**src/rtl/dma_pkg.sv**
```systemverilog
// Shared types for the DMA read-path frame scheduler: FSM state encoding and
// the read command as it leaves the scheduler.
package dma_pkg;

  localparam int DMA_ADDR_W = 32;
  localparam int DMA_LEN_W  = 16;

  typedef enum logic [2:0] {
    IDLE       = 3'd0,
    START      = 3'd1,
    WAIT_PAIR  = 3'd2,
    CALC_EVEN  = 3'd3,
    ISSUE_EVEN = 3'd4,
    CALC_ODD   = 3'd5,
    ISSUE_ODD  = 3'd6
  } sched_state_t;

  typedef struct packed {
    logic [DMA_ADDR_W-1:0] addr;
    logic [DMA_LEN_W-1:0]  len;
    logic                  odd;
    logic                  last;
  } read_cmd_t;

endpackage

```
**src/rtl/dma_line_scheduler_if.sv**
```systemverilog
// Descriptor, line-pair and read-command channels of the line scheduler.
// Every *_valid/*_ready pair transfers on a clock edge where both are high; a
// source holds valid and its payload unchanged until that edge, and ready
// never depends combinationally on valid.
interface dma_line_scheduler_if #(
  parameter int ADDR_W = 32,
  parameter int LEN_W  = 16
);

  logic              cfg_valid_i;
  logic              cfg_ready_o;
  logic [ADDR_W-1:0] cfg_base_i;
  logic [ADDR_W-1:0] cfg_stride_i;
  logic [LEN_W-1:0]  cfg_hsize_i;
  logic [ADDR_W-1:0] cfg_vsize_i;

  logic              lnf_new_frame_o;
  logic [ADDR_W-1:0] lnf_vsize_o;
  logic              lnf_valid_i;
  logic              lnf_ready_o;
  logic [ADDR_W-1:0] lnf_even_i;
  logic [ADDR_W-1:0] lnf_odd_i;
  logic              lnf_last_i;

  logic              cmd_valid_o;
  logic              cmd_ready_i;
  logic [ADDR_W-1:0] cmd_addr_o;
  logic [LEN_W-1:0]  cmd_len_o;
  logic              cmd_odd_o;
  logic              cmd_last_o;

  modport slave (
    input  cfg_valid_i, cfg_base_i, cfg_stride_i, cfg_hsize_i, cfg_vsize_i,
    output cfg_ready_o,
    output lnf_new_frame_o, lnf_vsize_o, lnf_ready_o,
    input  lnf_valid_i, lnf_even_i, lnf_odd_i, lnf_last_i,
    output cmd_valid_o, cmd_addr_o, cmd_len_o, cmd_odd_o, cmd_last_o,
    input  cmd_ready_i
  );

  modport master (
    output cfg_valid_i, cfg_base_i, cfg_stride_i, cfg_hsize_i, cfg_vsize_i,
    input  cfg_ready_o,
    input  lnf_new_frame_o, lnf_vsize_o, lnf_ready_o,
    output lnf_valid_i, lnf_even_i, lnf_odd_i, lnf_last_i,
    input  cmd_valid_o, cmd_addr_o, cmd_len_o, cmd_odd_o, cmd_last_o,
    output cmd_ready_i
  );

endinterface

```
**src/rtl/dma_line_addr_calc.sv**
```systemverilog
// Registered line start address: base + line * stride, one cycle latency.
// Product and sum both wrap to ADDR_W bits.
module dma_line_addr_calc #(
  parameter int ADDR_W = 32
) (
  input  logic              clk_i,
  input  logic              rst_ni,
  input  logic              en_i,
  input  logic [ADDR_W-1:0] base_i,
  input  logic [ADDR_W-1:0] stride_i,
  input  logic [ADDR_W-1:0] line_i,
  output logic [ADDR_W-1:0] addr_o
);

  always_ff @(posedge clk_i or negedge rst_ni) begin
    if (!rst_ni) begin
      addr_o <= '0;
    end else if (en_i) begin
      addr_o <= base_i + line_i * stride_i;
    end
  end

endmodule

```
**src/rtl/dma_line_scheduler.sv**
```systemverilog
// Frame scheduler: takes one descriptor, kicks the line former, and turns
// each even/odd line pair into two read commands (even first).
module dma_line_scheduler
  import dma_pkg::*;
#(
  parameter int ADDR_W = DMA_ADDR_W,
  parameter int LEN_W  = DMA_LEN_W
) (
  input  logic                 clk_i,
  input  logic                 rst_ni,
  dma_line_scheduler_if.slave  bus,
  output logic                 busy_o,
  output logic                 frame_done_o,
  output sched_state_t         dbg_state_o
);

  sched_state_t      state_q;
  logic [ADDR_W-1:0] base_q;
  logic [ADDR_W-1:0] stride_q;
  logic [LEN_W-1:0]  hsize_q;
  logic [ADDR_W-1:0] vsize_q;
  logic [ADDR_W-1:0] even_q;
  logic [ADDR_W-1:0] odd_q;
  logic              last_q;
  logic              new_frame_q;
  logic              done_q;

  logic              calc_en;
  logic [ADDR_W-1:0] calc_line;
  logic [ADDR_W-1:0] addr_w;
  read_cmd_t         cmd_c;

  // One calculator serves both phases; its output holds through ISSUE_*.
  assign calc_en   = (state_q == CALC_EVEN) || (state_q == CALC_ODD);
  assign calc_line = (state_q == CALC_ODD) ? odd_q : even_q;

  dma_line_addr_calc #(.ADDR_W(ADDR_W)) u_addr_calc (
    .clk_i    (clk_i),
    .rst_ni   (rst_ni),
    .en_i     (calc_en),
    .base_i   (base_q),
    .stride_i (stride_q),
    .line_i   (calc_line),
    .addr_o   (addr_w)
  );

  always_ff @(posedge clk_i or negedge rst_ni) begin
    if (!rst_ni) begin
      state_q     <= IDLE;
      base_q      <= '0;
      stride_q    <= '0;
      hsize_q     <= '0;
      vsize_q     <= '0;
      even_q      <= '0;
      odd_q       <= '0;
      last_q      <= 1'b0;
      new_frame_q <= 1'b0;
      done_q      <= 1'b0;
    end else begin
      new_frame_q <= 1'b0;
      done_q      <= 1'b0;
      case (state_q)
        IDLE: begin
          if (bus.cfg_valid_i) begin
            base_q      <= bus.cfg_base_i;
            stride_q    <= bus.cfg_stride_i;
            hsize_q     <= bus.cfg_hsize_i;
            vsize_q     <= bus.cfg_vsize_i;
            new_frame_q <= 1'b1;
            state_q     <= START;
          end
        end
        START: state_q <= WAIT_PAIR;
        WAIT_PAIR: begin
          if (bus.lnf_valid_i) begin
            even_q  <= bus.lnf_even_i;
            odd_q   <= bus.lnf_odd_i;
            last_q  <= bus.lnf_last_i;
            state_q <= CALC_EVEN;
          end
        end
        CALC_EVEN: state_q <= ISSUE_EVEN;
        ISSUE_EVEN: begin
          if (bus.cmd_ready_i) state_q <= CALC_ODD;
        end
        CALC_ODD: state_q <= ISSUE_ODD;
        ISSUE_ODD: begin
          if (bus.cmd_ready_i) begin
            if (last_q) begin
              state_q <= IDLE;
              done_q  <= 1'b1;
            end else begin
              state_q <= WAIT_PAIR;
            end
          end
        end
        default: state_q <= IDLE;
      endcase
    end
  end

  always_comb begin
    cmd_c      = '0;
    cmd_c.addr = DMA_ADDR_W'(addr_w);
    cmd_c.len  = DMA_LEN_W'(hsize_q);
    cmd_c.odd  = (state_q == ISSUE_ODD);
    cmd_c.last = (state_q == ISSUE_ODD) && last_q;
  end

  // Handshake strobes decode from state only, never from inputs.
  assign bus.cfg_ready_o     = (state_q == IDLE);
  assign bus.lnf_ready_o     = (state_q == WAIT_PAIR);
  assign bus.cmd_valid_o     = (state_q == ISSUE_EVEN) || (state_q == ISSUE_ODD);
  assign bus.lnf_new_frame_o = new_frame_q;
  assign bus.lnf_vsize_o     = vsize_q;
  assign bus.cmd_addr_o      = ADDR_W'(cmd_c.addr);
  assign bus.cmd_len_o       = LEN_W'(cmd_c.len);
  assign bus.cmd_odd_o       = cmd_c.odd;
  assign bus.cmd_last_o      = cmd_c.last;

  assign busy_o       = (state_q != IDLE);
  assign frame_done_o = done_q;
  assign dbg_state_o  = state_q;

endmodule

```
**src/flat_wrapper.sv**
```systemverilog
// flat-port wrapper written by rule: the top's interface ports become plain ports
module dma_line_scheduler_flat import dma_pkg::*;
#(
  parameter int ADDR_W = DMA_ADDR_W,
  parameter int LEN_W  = DMA_LEN_W
)
  (clk_i, rst_ni, busy_o, frame_done_o, dbg_state_o, bus_cfg_valid_i, bus_cfg_base_i, bus_cfg_stride_i, bus_cfg_hsize_i, bus_cfg_vsize_i, bus_cfg_ready_o, bus_lnf_new_frame_o, bus_lnf_vsize_o, bus_lnf_ready_o, bus_lnf_valid_i, bus_lnf_even_i, bus_lnf_odd_i, bus_lnf_last_i, bus_cmd_valid_o, bus_cmd_addr_o, bus_cmd_len_o, bus_cmd_odd_o, bus_cmd_last_o, bus_cmd_ready_i);
  dma_line_scheduler_if #(.ADDR_W(ADDR_W), .LEN_W(LEN_W)) bus_i ();
  input  logic clk_i;
  input  logic rst_ni;
  output logic busy_o;
  output logic frame_done_o;
  output sched_state_t dbg_state_o;
  input wire logic [$bits(bus_i.cfg_valid_i)-1:0] bus_cfg_valid_i;
  input wire logic [$bits(bus_i.cfg_base_i)-1:0] bus_cfg_base_i;
  input wire logic [$bits(bus_i.cfg_stride_i)-1:0] bus_cfg_stride_i;
  input wire logic [$bits(bus_i.cfg_hsize_i)-1:0] bus_cfg_hsize_i;
  input wire logic [$bits(bus_i.cfg_vsize_i)-1:0] bus_cfg_vsize_i;
  output wire logic [$bits(bus_i.cfg_ready_o)-1:0] bus_cfg_ready_o;
  output wire logic [$bits(bus_i.lnf_new_frame_o)-1:0] bus_lnf_new_frame_o;
  output wire logic [$bits(bus_i.lnf_vsize_o)-1:0] bus_lnf_vsize_o;
  output wire logic [$bits(bus_i.lnf_ready_o)-1:0] bus_lnf_ready_o;
  input wire logic [$bits(bus_i.lnf_valid_i)-1:0] bus_lnf_valid_i;
  input wire logic [$bits(bus_i.lnf_even_i)-1:0] bus_lnf_even_i;
  input wire logic [$bits(bus_i.lnf_odd_i)-1:0] bus_lnf_odd_i;
  input wire logic [$bits(bus_i.lnf_last_i)-1:0] bus_lnf_last_i;
  output wire logic [$bits(bus_i.cmd_valid_o)-1:0] bus_cmd_valid_o;
  output wire logic [$bits(bus_i.cmd_addr_o)-1:0] bus_cmd_addr_o;
  output wire logic [$bits(bus_i.cmd_len_o)-1:0] bus_cmd_len_o;
  output wire logic [$bits(bus_i.cmd_odd_o)-1:0] bus_cmd_odd_o;
  output wire logic [$bits(bus_i.cmd_last_o)-1:0] bus_cmd_last_o;
  input wire logic [$bits(bus_i.cmd_ready_i)-1:0] bus_cmd_ready_i;
  assign bus_i.cfg_valid_i = bus_cfg_valid_i;
  assign bus_i.cfg_base_i = bus_cfg_base_i;
  assign bus_i.cfg_stride_i = bus_cfg_stride_i;
  assign bus_i.cfg_hsize_i = bus_cfg_hsize_i;
  assign bus_i.cfg_vsize_i = bus_cfg_vsize_i;
  assign bus_cfg_ready_o = bus_i.cfg_ready_o;
  assign bus_lnf_new_frame_o = bus_i.lnf_new_frame_o;
  assign bus_lnf_vsize_o = bus_i.lnf_vsize_o;
  assign bus_lnf_ready_o = bus_i.lnf_ready_o;
  assign bus_i.lnf_valid_i = bus_lnf_valid_i;
  assign bus_i.lnf_even_i = bus_lnf_even_i;
  assign bus_i.lnf_odd_i = bus_lnf_odd_i;
  assign bus_i.lnf_last_i = bus_lnf_last_i;
  assign bus_cmd_valid_o = bus_i.cmd_valid_o;
  assign bus_cmd_addr_o = bus_i.cmd_addr_o;
  assign bus_cmd_len_o = bus_i.cmd_len_o;
  assign bus_cmd_odd_o = bus_i.cmd_odd_o;
  assign bus_cmd_last_o = bus_i.cmd_last_o;
  assign bus_i.cmd_ready_i = bus_cmd_ready_i;
  dma_line_scheduler #(.ADDR_W(ADDR_W), .LEN_W(LEN_W)) u_core (.clk_i(clk_i), .rst_ni(rst_ni), .bus(bus_i), .busy_o(busy_o), .frame_done_o(frame_done_o), .dbg_state_o(dbg_state_o));
endmodule
```
**config.mk**
```make
export PLATFORM = sky130hd
export DESIGN_NAME = dma_line_scheduler_flat
export DESIGN_NICKNAME = d
export VERILOG_FILES = /design/src/rtl/dma_pkg.sv /design/src/rtl/dma_line_scheduler_if.sv /design/src/rtl/dma_line_addr_calc.sv /design/src/rtl/dma_line_scheduler.sv /design/src/flat_wrapper.sv
export SDC_FILE = /design/constraint.sdc
export NUM_CORES = 2
export LEC_CHECK = 0
export BUFFER_PORTS_ARGS = -buffer_cell sky130_fd_sc_hd__buf_2
export CAP_MARGIN = 10
export CORE_MARGIN = 5
export CORE_UTILIZATION = 40
export CTS_BUF_LIST = sky130_fd_sc_hd__clkbuf_8 sky130_fd_sc_hd__clkbuf_16
export CTS_CLUSTER_DIAMETER = 150
export DETAILED_ROUTE_END_ITERATION = 6
export PLACE_DENSITY = 0.59
export SLEW_MARGIN = 20
export SYNTH_ARGS = -nofsm -noshare
export SYNTH_HDL_FRONTEND = slang
export SYNTH_SLANG_ARGS = --single-unit
```
**constraint.sdc**
```tcl
create_clock -name clk_i -period 15.5 [get_ports clk_i]
set_input_delay 1.55 -clock clk_i [delete_from_list [all_inputs] [get_ports clk_i]]
set_output_delay 1.55 -clock clk_i [all_outputs]
set_load 0.02 [all_outputs]
```
; Word-level counts from Yosys, hierarchy flattened
; Index checks and enable logic that the tools add are counted.
[word_totals]
reg_bits = 214
in_bits = 182
out_inout_bits = 91
elab_cells = 43
[classes]
addsub = 1
n_mul = 1
eq_ne = 10
mux = 12
reduce_logical = 8
[op_table]
columns = op, count
row1 = adder 32 bit, 1
row2 = multiplier 32 x 32 -> 32 bit, 1
row3 = two-way mux 32 bit, 1
row4 = one-hot mux 3 bit (7 select lines), 1
row5 = two-way mux 3 bit, 4
row6 = equality test 3 bit (second input constant), 3
row7 = equality test 3 x 2 -> 1 bit (second input constant), 2
row8 = two-way mux 1 bit, 5
row9 = != test 2 x 1 -> 1 bit (second input constant), 2
row10 = != test 2 bit (second input constant), 2
row11 = AND reduction 2 bit, 2
row12 = AND reduction 4 bit, 1
row13 = equality test 3 x 1 -> 1 bit (second input constant), 1
row14 = logical NOT 3 bit, 1
row15 = nonzero test 3 bit, 1
row16 = logical OR 1 bit, 2
row17 = two-way mux 2 bit, 1
row18 = logical AND 1 bit, 1

; Depth between registers and ports, before layout
[logic_depth]
depth_word = 4
mapped_depth = 33
mapped_depth_nobuf = 29

; Modules after synthesis
; A second synthesis with hierarchy kept.
[hier_totals]
cells_unflattened = 2400
hier_area_um2 = 25386.8
[modules_own_cells]
columns = mod, instances, cells_each, area_per_inst_um2, seq_area_each_um2
row1 = dma_line_addr_calc, 1, 1958, 18126.1, 800.8
row2 = dma_line_scheduler, 1, 442, 7260.7, 4554.4

; Least setup slack after synthesis
; No wires, ideal clock.
[synth_path]
path_type = reg-to-reg
from = register u_core.state_q[1] (netlist: u_core.dbg_state_o[1])
to = register u_core.u_addr_calc.addr_o[28]
arrival_time_ns = 7.825
path_slack_ns = 7.579
stages_incl_launch_ff = 32
n_path_buf = 5
path_cell_list = dfrtp_1 -> buf_2 -> nand3b_4 -> buf_4 -> buf_2 -> mux2_2 -> clkbuf_1 -> clkbuf_1 -> nand2_1 -> fa_1 -> fa_1 -> inv_1 -> fa_1 -> inv_1 -> fa_1 -> fa_1 -> fa_1 -> inv_1 -> fa_1 -> inv_1 -> fa_1 -> inv_1 -> ha_1 -> a21o_1 -> a21o_1 -> a21o_1 -> a21oi_1 -> a2bb2oi_1 -> a31oi_1 -> o21a_1 -> o21a_1 -> o31ai_1
[synth_via]
elab_chain_cells = 4
[synth_lines]
columns = element, line_no
row1 = "start, declared", dma_line_scheduler.sv:17  ; sched_state_t state_q;
row2 = "start signal, assigned", dma_line_scheduler.sv:49  ; state_q <= IDLE;
row3 = "start signal, assigned", dma_line_scheduler.sv:70  ; state_q <= START;
row4 = "start signal, assigned", dma_line_scheduler.sv:73  ; START: state_q <= WAIT_PAIR;
row5 = equality test 3 bit, "dma_line_scheduler.sv:34, dma_line_scheduler.sv:35"
row6 = two-way mux 32 bit, dma_line_scheduler.sv:35  ; assign calc_line = (state_q == CALC_ODD) ? odd_q : even_q;
row7 = multiplier 32 x 32 -> 32 bit, dma_line_addr_calc.sv:19  ; addr_o <= base_i + line_i * stride_i;
row8 = adder 32 bit, dma_line_addr_calc.sv:19
row9 = "end signal, assigned", dma_line_addr_calc.sv:19
row10 = "end, declared", dma_line_addr_calc.sv:12  ; output logic [ADDR_W-1:0] addr_o
; Parallel ways exist; a longest one is shown, timed or not.
; A chain may end at the register's enable or synchronous reset.

; Final worst setup path
[layout_path]
from = register u_core.state_q[2] (netlist: u_core.dbg_state_o[2])
to = register u_core.u_addr_calc.addr_o[31]
; The elaborated chain is that of the path after synthesis.

==> summary.txt <==
Synth
  • Synth Area in Compound Gates: between 3 and 4%
  • Yosys Warn Count: 0
  • Sequential cell area fraction in the yosys report: a little over a fifth
  • Cell area after synthesis: between 20,000 and 25,000 µm²
  • Synthesized flop and latch total: between 200 and 250
  • Syn_nets: roughly 3,200
  • Share of cell area taken by muxes after synthesis: approximately 8.4%
  • Async set-or-reset flop fraction in the synthesized netlist: between 90% and 100%
  • Top post-synthesis cells by area: fa_1 (35%), dfrtp_1 (21%), mux2_2 (8.2%)
  • Main combinational cell family by area after synthesis: adder cells
  • Distinct cells, synth: between 40 and 50
  • Syn_area_per_cell: between 10 and 15 µm²
  • Yosys top cell by area: fa_1
  • Count of flip-flops with a built-in enable after synthesis: 0
  • Share of synthesized cell area in and, or, nand and nor gates: 12.8%
  • Synthesized netlist cell count: between 2,000 and 2,500
  • Post-Synth Adder-Cell Area: approximately 41%
  • Synth top area share: 35.1%
  • Xor and xnor area share after synthesis: under 10%
  • Prevailing post-synth register cell: dfrtp_1

Die
  • Chip Height: between 200 and 300 µm
  • DIE WIDTH: 260 µm
  • Core Region: slightly above 60,000 µm²
  • Die area: roughly 67,000 µm²
  • Std-Cell Rows: 91
  • Number of primary I/O pins: 273
  • Starting Density: between 40 and 50%

Setup path
  • Max Fanout on Critical Path: 25
  • Slowest cell on the critical path: dfrtp_1
  • Most used cell, CP: fa_1
  • Number of cell instances on the worst register-to-register path: 25
  • Path type of the worst setup path: reg2reg
  • CP endpoint kind: register
  • Critical path depth: 25
  • Crit start category: register
  • Sum of buffers and inverters on the critical path: 6
  • Dominant delay contributor by cell family on the critical path: adder cells
  • Launch instance of the worst register-to-register path: u_core.dbg_state_o[2]
  • Slowest Stage Delay on Critical Path: about 600 ps
  • Worst r2r dst: u_core.u_addr_calc.addr_o[31]
  • Setup slack, reg-to-reg: ~7000 ps
  • Crit path required time: 15,910 ps
  • Data arrival time of the worst path: slightly below 9000 ps

Clocking
  • Buffer depth of the longest clock path: 3
  • Number of gates given a new drive strength after cts: 0
  • CTS sink count: around 210
  • CTS clock-pin slew for the worst setup and hold paths: 60 ps
  • Worst-Skew Late Latency: 560 ps
  • Buffers inserted during post-CTS setup optimization: 0
  • Clock tree from TritonCTS: done
  • Number of CTS-inserted buffers: 25
  • H-tree depth reported by CTS: 1
  • Clock tree root buffer cell: clkbuf_16
  • Cts-stage hold buffer count: 0

Place
  • Half-perimeter wire length after placement: 53.2 mm
  • Placed instance count: ~3,500
  • Final weighted congestion in routability-driven placement: 0.869
  • Post-Place Cell Area: ~27,000 µm²
  • Number of buffer cells added on primary ports: between 200 and 300

Finish
  • Most frequent cells in the layout: inv_1 (515), fa_1 (438), nand2_1 (350)
  • Final Core Density: ~45%
  • Fraction of layout instances using a drive strength above 1: slightly below 20%
  • Fill cells: 5,946
  • Leading cell type in the layout, fill and taps excluded: inv_1
  • Relative area change from synthesis to final layout: 11.8%
  • Finished Cell Area: around 28,000 µm²
  • Final #Nets: about 3,400
  • Count of placed standard cells in the final layout, fillers left out: 3,518

STA
  • Clock period minus final worst setup slack: ~8500 ps
  • Final period util: a little over half
  • Number of pins with negative max-slew slack in the final report: 0
  • Fmax achieved: between 100 and 150 MHz
  • Setup TNS Final: 0 ps
  • Total of endpoints with negative setup slack in the final report: 0
  • Worst slew slack as a fraction of its limit: a little over a fifth
  • Final hold vios: 0
  • Setup repair after global routing missed its margin: no
  • Maximum clock skew at final layout: slightly above 20 ps
  • Actual slew at the worst max-slew pin: between 1000 and 1500 ps

Run
  • Max-cap violations: 0

Global route
  • Largest net degree at the start of global routing: between 70 and 80
  • First-pass GRT wire length: approximately 110 mm
  • Number of global-route vias before repair: around 19,000
  • Overflow left after global routing: 0
  • Initial antenna violation count: 8
  • Global Route Usage Sum: between 20% and 30%

Min path
  • Launch point of the worst hold path: u_core.u_addr_calc.addr_o[25]
  • Min-Delay Endpoint: u_core.u_addr_calc.addr_o[25]
  • Number of cells on the worst hold path: 2
  • Class of the tightest hold or removal check: reg2reg

Routing
  • Number of detailed-route iterations in the first pass: 5
  • Detail-routed net length per standard cell: 19.1 µm
  • Antenna violation net count after detailed routing: 0
  • Final wirelength: 67.3 mm
  • First-iteration detailed-routing DRC count: 823
  • Average via count per standard cell: 4.90
  • # DRC: 0
  • Number of vias after detailed routing: around 17,000

Outcome
  • Outcome: completed
==> how the worst max path moves through the flow <==
stage                                from                            end  slack, ps
floorplan           u_core.dbg_state_o[1]  u_core.u_addr_calc.addr_o[28]       7580
global placement    u_core.dbg_state_o[1]  u_core.u_addr_calc.addr_o[31]       7110
detailed placement  u_core.dbg_state_o[2]  u_core.u_addr_calc.addr_o[24]       7000
CTS                 u_core.dbg_state_o[2]  u_core.u_addr_calc.addr_o[31]       6990
global route        u_core.dbg_state_o[2]  u_core.u_addr_calc.addr_o[31]       6600
finish              u_core.dbg_state_o[2]  u_core.u_addr_calc.addr_o[31]       6990
==> cell usage after synthesis, types with 20 or more instances <==
cell type	instances
dfrtp_1	214
ha_1	124
o21ai_0	58
nand2_1	351
xor2_1	20
fa_1	438
inv_1	512
clkbuf_1	110
and2_1	258
nor2_1	20
mux2_2	182
xnor2_1	52
==> tightest hold or removal path: cells and delay by family (launching register included) <==
kind	cells	cell delay (ps)
and+or+nand+nor	1	40
AOI/OAI and AO/OA	1	60
DFF	1	340
==> layout make-up <==
| type | count | area (µm²) | share of cell area (%) |
|---|---|---|---|
| multi-input cells | 1616 | 17200 | 61.7 |
| flip-flops and latches | 214 | 5360 | 19.2 |
| inverters | 512 | 1920 | 6.89 |
| repair buffers | 288 | 1490 | 5.34 |
| well taps | 837 | 1050 | 3.75 |
| clock buffers | 30 | 694 | 2.49 |
| clock inverters | 16 | 179 | 0.641 |
| diodes | 5 | 12.5 | 0.0448 |
==> kinds of logic (layout without fill, tap and decap cells) <==
family | count (synthesis) | in the layout
AOI/OAI and AO/OA | 130 | 130
xor gates and xnor gates | 79 | 79
adders and majority gates | 562 | 562
buffers and inverters | 633 | 846
DFF | 214 | 214
muxes | 187 | 187
other | 0 | 5
and+or+nand+nor | 658 | 658
==> through the flow <==
| step | setup WS, ps | hold slack (ps) |
|---|---|---|
| global placement | 7110 | 462 |
| detailed placement | 7000 | 472 |
| finish | 6990 | 476 |
| global route | 6600 | 502 |
| floorplan | 7580 | 473 |
| CTS | 6990 | 486 |
==> state kept, by name (all words and copies together), names as in the netlist <==
| register | count |
|---|---|
| u_core.bus.cmd_len_o | 16 |
| u_core.stride_q | 32 |
| u_core.last_q | 1 |
| u_core.dbg_state_o | 3 |
| u_core.u_addr_calc.addr_o | 32 |
| u_core.frame_done_o | 1 |
| u_core.bus.lnf_vsize_o | 32 |
| u_core.even_q | 32 |
| u_core.bus.lnf_new_frame_o | 1 |
| u_core.odd_q | 32 |
| u_core.base_q | 32 |
==> routing by layer <==
metal / vias to the layer above / share of wire, % / GRT usage [%]
met5: - / 0.10 / 0
met4: 10 / 2.1 / 3.99
met3: 93 / 5.6 / 3.68
li1: 7725 / - / -
met2: 421 / 49 / 34.7
met1: 8984 / 43 / 27.1
Power is not shown: default switching activity piles up to over one toggle a cycle in this logic, so the estimate is an artifact.
